<file path="config.mk">
export PLATFORM = sky130hd
export DESIGN_NAME = sha1_stream_core
export DESIGN_NICKNAME = d
export VERILOG_FILES = /design/src/rtl/sha1_stream_core.sv
export SDC_FILE = /design/constraint.sdc
export NUM_CORES = 2
export LEC_CHECK = 0
export CELL_PAD_IN_SITES_DETAIL_PLACEMENT = 1
export CELL_PAD_IN_SITES_GLOBAL_PLACEMENT = 1
export CORE_UTILIZATION = 30
export CTS_CLUSTER_SIZE = 14
export DETAILED_ROUTE_END_ITERATION = 10
export PLACE_DENSITY_LB_ADDON = 0.1
export SKIP_LAST_GASP = 1
export SLEW_MARGIN = 30
export SYNTH_ARGS = -nofsm -noshare
export SYNTH_HDL_FRONTEND = slang
export SYNTH_SLANG_ARGS = --single-unit
</file>
<file path="constraint.sdc">
create_clock -name clk -period 7 [get_ports clk]
set_clock_uncertainty 0.2 [all_clocks]
set_input_delay 1.75 -clock clk [delete_from_list [all_inputs] [get_ports clk]]
set_output_delay 1.75 -clock clk [all_outputs]
set_load 0.005 [all_outputs]
</file>
<file path="src/rtl/sha1_stream_core.sv">
// sha1_stream_core: streaming SHA-1 block engine, UNROLL rounds per clock.
// Ports: clk, rst_n, start, msg_valid/msg_ready/msg_data/msg_last, busy, done, digest.
module sha1_stream_core #(
   parameter logic [31:0] H_INIT0 = 32'h67DE2A01,
   parameter logic [31:0] H_INIT1 = 32'hBB03E28C,
   parameter logic [31:0] H_INIT2 = 32'h011EF1DC,
   parameter logic [31:0] H_INIT3 = 32'h9293E9E2,
   parameter logic [31:0] H_INIT4 = 32'hCDEF23A9,
   parameter int unsigned UNROLL  = 1
) (
   input  logic         clk,
   input  logic         rst_n,
   input  logic         start,
   input  logic         msg_valid,
   output logic         msg_ready,
   input  logic [31:0]  msg_data,
   input  logic         msg_last,
   output logic         busy,
   output logic         done,
   output logic [159:0] digest
);

   typedef enum logic [2:0] {
      IDLE,
      LOAD,
      ROUND,
      UPDATE,
      DONE
   } state_t;

   generate
      if (!(UNROLL == 1 || UNROLL == 2 ||
            UNROLL == 4 || UNROLL == 5)) begin : g_bad_unroll
         $error("sha1_stream_core: UNROLL must be 1, 2, 4 or 5");
      end
   endgenerate

   localparam logic [6:0] RSTEP = 7'(UNROLL);
   localparam logic [6:0] RLAST = 7'(80 - UNROLL);

   state_t      state;
   logic [31:0] h0, h1, h2, h3, h4;
   logic [31:0] a, b, c, d, e;
   logic [31:0] w [16];
   logic [3:0]  wcnt;
   logic [6:0]  rcnt;
   logic        last_q;

   logic [31:0] an, bn, cn, dn, en;
   logic [31:0] wn [16];
   logic [31:0] tmp, nw;
   logic [6:0]  t;
   logic [31:0] s0, s1, s2, s3, s4;

   function automatic logic [31:0] f_fn(
      input logic [6:0]  ti,
      input logic [31:0] x,
      input logic [31:0] y,
      input logic [31:0] z
   );
      if (ti < 7'd20)      return (x & y) | (~x & z);
      else if (ti < 7'd40) return x ^ y ^ z;
      else if (ti < 7'd60) return (x & y) | (x & z) | (y & z);
      else                 return x ^ y ^ z;
   endfunction

   function automatic logic [31:0] k_fn(input logic [6:0] ti);
      if (ti < 7'd20)      return 32'h5A827999;
      else if (ti < 7'd40) return 32'h6ED9EBA1;
      else if (ti < 7'd60) return 32'h8F1BBCDC;
      else                 return 32'hCA62C1D6;
   endfunction

   // w[0] always holds W[t]; each round shifts the window down by one
   // and appends W[t+16] = rotl1(W[t+13]^W[t+8]^W[t+2]^W[t]).
   always_comb begin
      wn  = w;
      an  = a;
      bn  = b;
      cn  = c;
      dn  = d;
      en  = e;
      tmp = '0;
      nw  = '0;
      t   = rcnt;
      for (int k = 0; k < int'(UNROLL); k++) begin
         t   = rcnt + 7'(k);
         tmp = {an[26:0], an[31:27]} + f_fn(t, bn, cn, dn)
               + en + k_fn(t) + wn[0];
         nw  = wn[13] ^ wn[8] ^ wn[2] ^ wn[0];
         nw  = {nw[30:0], nw[31]};
         en  = dn;
         dn  = cn;
         cn  = {bn[1:0], bn[31:2]};
         bn  = an;
         an  = tmp;
         for (int j = 0; j < 15; j++) wn[j] = wn[j+1];
         wn[15] = nw;
      end
   end

   assign s0 = h0 + a;
   assign s1 = h1 + b;
   assign s2 = h2 + c;
   assign s3 = h3 + d;
   assign s4 = h4 + e;

   assign msg_ready = (state == LOAD);
   assign busy      = (state == LOAD) || (state == ROUND) ||
                      (state == UPDATE);

   always_ff @(posedge clk or negedge rst_n) begin
      if (!rst_n) begin
         state  <= IDLE;
         h0     <= H_INIT0;
         h1     <= H_INIT1;
         h2     <= H_INIT2;
         h3     <= H_INIT3;
         h4     <= H_INIT4;
         a      <= H_INIT0;
         b      <= H_INIT1;
         c      <= H_INIT2;
         d      <= H_INIT3;
         e      <= H_INIT4;
         wcnt   <= '0;
         rcnt   <= '0;
         last_q <= 1'b0;
         done   <= 1'b0;
         digest <= '0;
         for (int i = 0; i < 16; i++) w[i] <= '0;
      end else begin
         done <= 1'b0;
         unique case (state)
            IDLE, DONE: begin
               if (start) begin
                  h0    <= H_INIT0;
                  h1    <= H_INIT1;
                  h2    <= H_INIT2;
                  h3    <= H_INIT3;
                  h4    <= H_INIT4;
                  wcnt  <= '0;
                  state <= LOAD;
               end
            end
            LOAD: begin
               if (msg_valid) begin
                  for (int i = 0; i < 15; i++) w[i] <= w[i+1];
                  w[15] <= msg_data;
                  wcnt  <= wcnt + 4'd1;
                  if (wcnt == 4'd15) begin
                     last_q <= msg_last;
                     a      <= h0;
                     b      <= h1;
                     c      <= h2;
                     d      <= h3;
                     e      <= h4;
                     rcnt   <= '0;
                     state  <= ROUND;
                  end
               end
            end
            ROUND: begin
               w    <= wn;
               a    <= an;
               b    <= bn;
               c    <= cn;
               d    <= dn;
               e    <= en;
               rcnt <= rcnt + RSTEP;
               if (rcnt == RLAST) state <= UPDATE;
            end
            UPDATE: begin
               h0 <= s0;
               h1 <= s1;
               h2 <= s2;
               h3 <= s3;
               h4 <= s4;
               if (last_q) begin
                  digest <= {s0, s1, s2, s3, s4};
                  done   <= 1'b1;
                  state  <= DONE;
               end else begin
                  wcnt  <= '0;
                  state <= LOAD;
               end
            end
            default: state <= IDLE;
         endcase
      end
   end

endmodule

</file>
==> results.sh <==
export IMPL_fmax_ghz=0.1570
export IMPL_ys_ff_latch=1008
export IMPL_use_met1=0.2868
export IMPL_rsz0062_at_grt="no"
export IMPL_fp_coreArea_um2=171400
export IMPL_num_nets_final=5235
export IMPL_grt_pass1_wl_um=257000
export IMPL_r2r_end="a[29]"
export IMPL_die_h_um=417.3
export IMPL_cp_max_fo=19
export IMPL_synth_warnings=0
export IMPL_clock_latency_ns=0.79
export IMPL_synth_main_ff_cell="dfrtp_1"
export IMPL_grt_max_degree=146
export IMPL_n_fill_cell=18590
export IMPL_routed_wl_um=168700
export IMPL_drv_max_cap_violation_count=0
export IMPL_cp_startpoint="rcnt[4]"
export IMPL_worstSetupPathType="reg2reg"
export IMPL_busiest_layer="met2"
export IMPL_htree_levels=3
export IMPL_async_flop_share=1.000
export IMPL_cp_data_required_time_ns=7.52
export IMPL_grt_use_met2=0.3040
export IMPL_cts_hold_buf=0
export IMPL_drtIter0Drc=2020
export IMPL_path_cells="o21ai_0 > nor2b_1 > buf_4 > inv_1 > nand2_1 > inv_2 > a222oi_1 > fa_1 > fa_1 > inv_1 > ha_1 > inv_1 > fa_1 > nor2b_1 > o21ai_1 > a21boi_1 > o2111ai_1 > a21oi_1 > a21oi_1 > o21ai_1 > nand3_1 > nand3b_1 > mux2_1 > o21ai_1"
export IMPL_dr_total_vias=36210
export IMPL_drc_errors=0
export IMPL_finalHoldViolCount=0
export IMPL_synthMostInstantiatedCell="dfrtp_1"
export IMPL_drtAntennaViolNets=0
export IMPL_cts_buffer_depth=3
export IMPL_hp_class="reg2reg"
export IMPL_r2r_setup_slack_ns=0.63
export IMPL_io_buffers=199
export IMPL_synth_edf_count=0
export IMPL_post_cts_buffers=0
export IMPL_synth_top_cell_area_share=0.4101
export IMPL_slew_headroom=0.2975
export IMPL_initial_core_util=0.3019
export IMPL_gp_congestion=0.8919
export IMPL_cts_tree="done"
export IMPL_overflow=0
export IMPL_hold_depth=2
export IMPL_slew_violations=0
export IMPL_synth_seq_area_share=0.4914
export IMPL_outcome="completed"
export IMPL_slowest_stage="a222oi_1"
export IMPL_use_met3=0.02317
export IMPL_area_delta_synth_final_pct=17.58
export IMPL_synth_area_um2=51740
export IMPL_drt_pass1_iter_count=6
export IMPL_timing_rr_start="rcnt[4]"
export IMPL_via_per_inst=4.962
export IMPL_synth_largest_area_cell="dfrtp_1"
export IMPL_drt_wirelength_per_cell_um=23.11
export IMPL_hold_end="a[0]"
export IMPL_worstPathArrival_ns=6.89
export IMPL_syn_num_nets=5071
export IMPL_post_cts_resized=0
export IMPL_clkTransAtPathRegs_ns=0.07
export IMPL_period_needed_ns=6.371
export IMPL_min_from="h0[0]"
export IMPL_cts_root_buf="clkbuf_16"
export IMPL_post_route_period_util=0.9101
export IMPL_synthTopCellsByCount="dfrtp_1, nand2_1, mux2_2"
export IMPL_rows=152
export IMPL_grt_use_total=0.1958
export IMPL_tightest_slew_ns=1.054
export IMPL_avgSynthCellArea_um2=10.98
export IMPL_finalSetupViolations=0
export IMPL_startpoint_type="register"
export IMPL_cts_sinks=1008
export IMPL_slowest_delay_ns=0.66
export IMPL_end_kind="register"
export IMPL_die_x_um=417.3
export IMPL_seq_area_um2=25420
export IMPL_multi_input_area_um2=24750
export IMPL_numCtsBuffers=119
export IMPL_io_pins=200
export IMPL_die_area_um2=174100
export IMPL_netlist_cell_type_count=79
export IMPL_grt_antenna_before_repair=7
export IMPL_reg2regPathDepth=24
export IMPL_drive_gt1_frac=0.1978
export IMPL_tns_ns=0
export IMPL_dp_hpwl_um=122100
export IMPL_synth_area_leaders="dfrtp_1, mux2_2, dfstp_2, fa_1, nand2_1"
export IMPL_synthCells=4714
export IMPL_grt_pass1_vias=38340
## worst max-delay path by stage
stage,to,slack (ns),cells after the start
2_1_floorplan,a[29],0.96,25
3_3_place_gp,a[29],0.65,24
3_5_place_dp,a[29],0.63,24
4_1_cts,a[29],0.62,20
5_1_grt,a[29],0.13,24
6_report,a[29],0.63,24
## worst max-delay path: cells and delay by family, from the launching register on
family                     cells  cell delay (ns)
muxes                          1             0.34
adders and majority gates      4             1.58
and+or+nand+nor                5             0.75
AOI/OAI and AO/OA              9             2.38
buffers and inverters          5             0.60
DFF                            1             0.47
## cell usage in the layout (no fill, tap or decap), drive strengths merged, types with 100 or more instances in the layout
cell type      instances
clkbuf               171
ha                   195
inv                  224
a21oi                216
xor2                 100
o21ai                305
xnor2                170
nand2                655
dfrtp                848
a31oi                149
nor2                 264
dfstp                160
mux2                 515
fa                   125
clkdlybuf4s50        198
## sequential cells by signal, indices dropped and copies added (netlist names)
register	cells
h1	32
h0	32
last_q	1
b	32
wcnt	4
h3	32
e	32
d	32
h4	32
digest	160
state	3
rcnt	7
done	1
c	32
a	32
h2	32
w	512
## per-stage QoR
step | utilization | area, µm² | instances | hold WS [ns] | worst slack [ns]
2_1_floorplan | - | 51740 | 4714 | 0.2460 | 0.9556
3_3_place_gp | 0.3298 | 56510 | 7067 | 0.2586 | 0.6477
3_5_place_dp | 0.3298 | 56510 | 7067 | 0.2659 | 0.6265
4_1_cts | 0.3550 | 60820 | 7295 | 0.2509 | 0.6156
5_1_grt | 0.3550 | 60830 | 7295 | 0.2744 | 0.1274
6_report | 0.3550 | 60830 | 7297 | 0.2522 | 0.6292
## logic make-up (layout without fill, tap and decap cells)
kind of cell    count (synthesis)  after routing  share of synthesized area
buf+inv                       436            707                    0.03170
mux                           573            573                     0.1233
compound gates               1033           1033                     0.1273
fa+ha+maj                     320            320                    0.09552
other cells                     0              2                          0
flops                        1008           1008                     0.4914
xor+xnor                      270            270                    0.04585
simple gates                 1074           1074                    0.08491
## per-layer routing
layer	wire (µm)	vias up
met3	5876	161
met5	0	-
met4	3762	0
li1	-	16730
met2	75760	566
met1	83260	18750
## cell type report
cell class / instances / area share
inverters: 220 / 0.01374
well taps: 2310 / 0.04751
flip-flops and latches: 1008 / 0.4179
diodes: 2 / 0.00008227
repair buffers: 259 / 0.04297
clock inverters: 57 / 0.01296
clock buffers: 171 / 0.05794
multi-input cells: 3270 / 0.4069
Power is not shown: default switching activity piles up to over one toggle a cycle in this logic, so the estimate is an artifact.
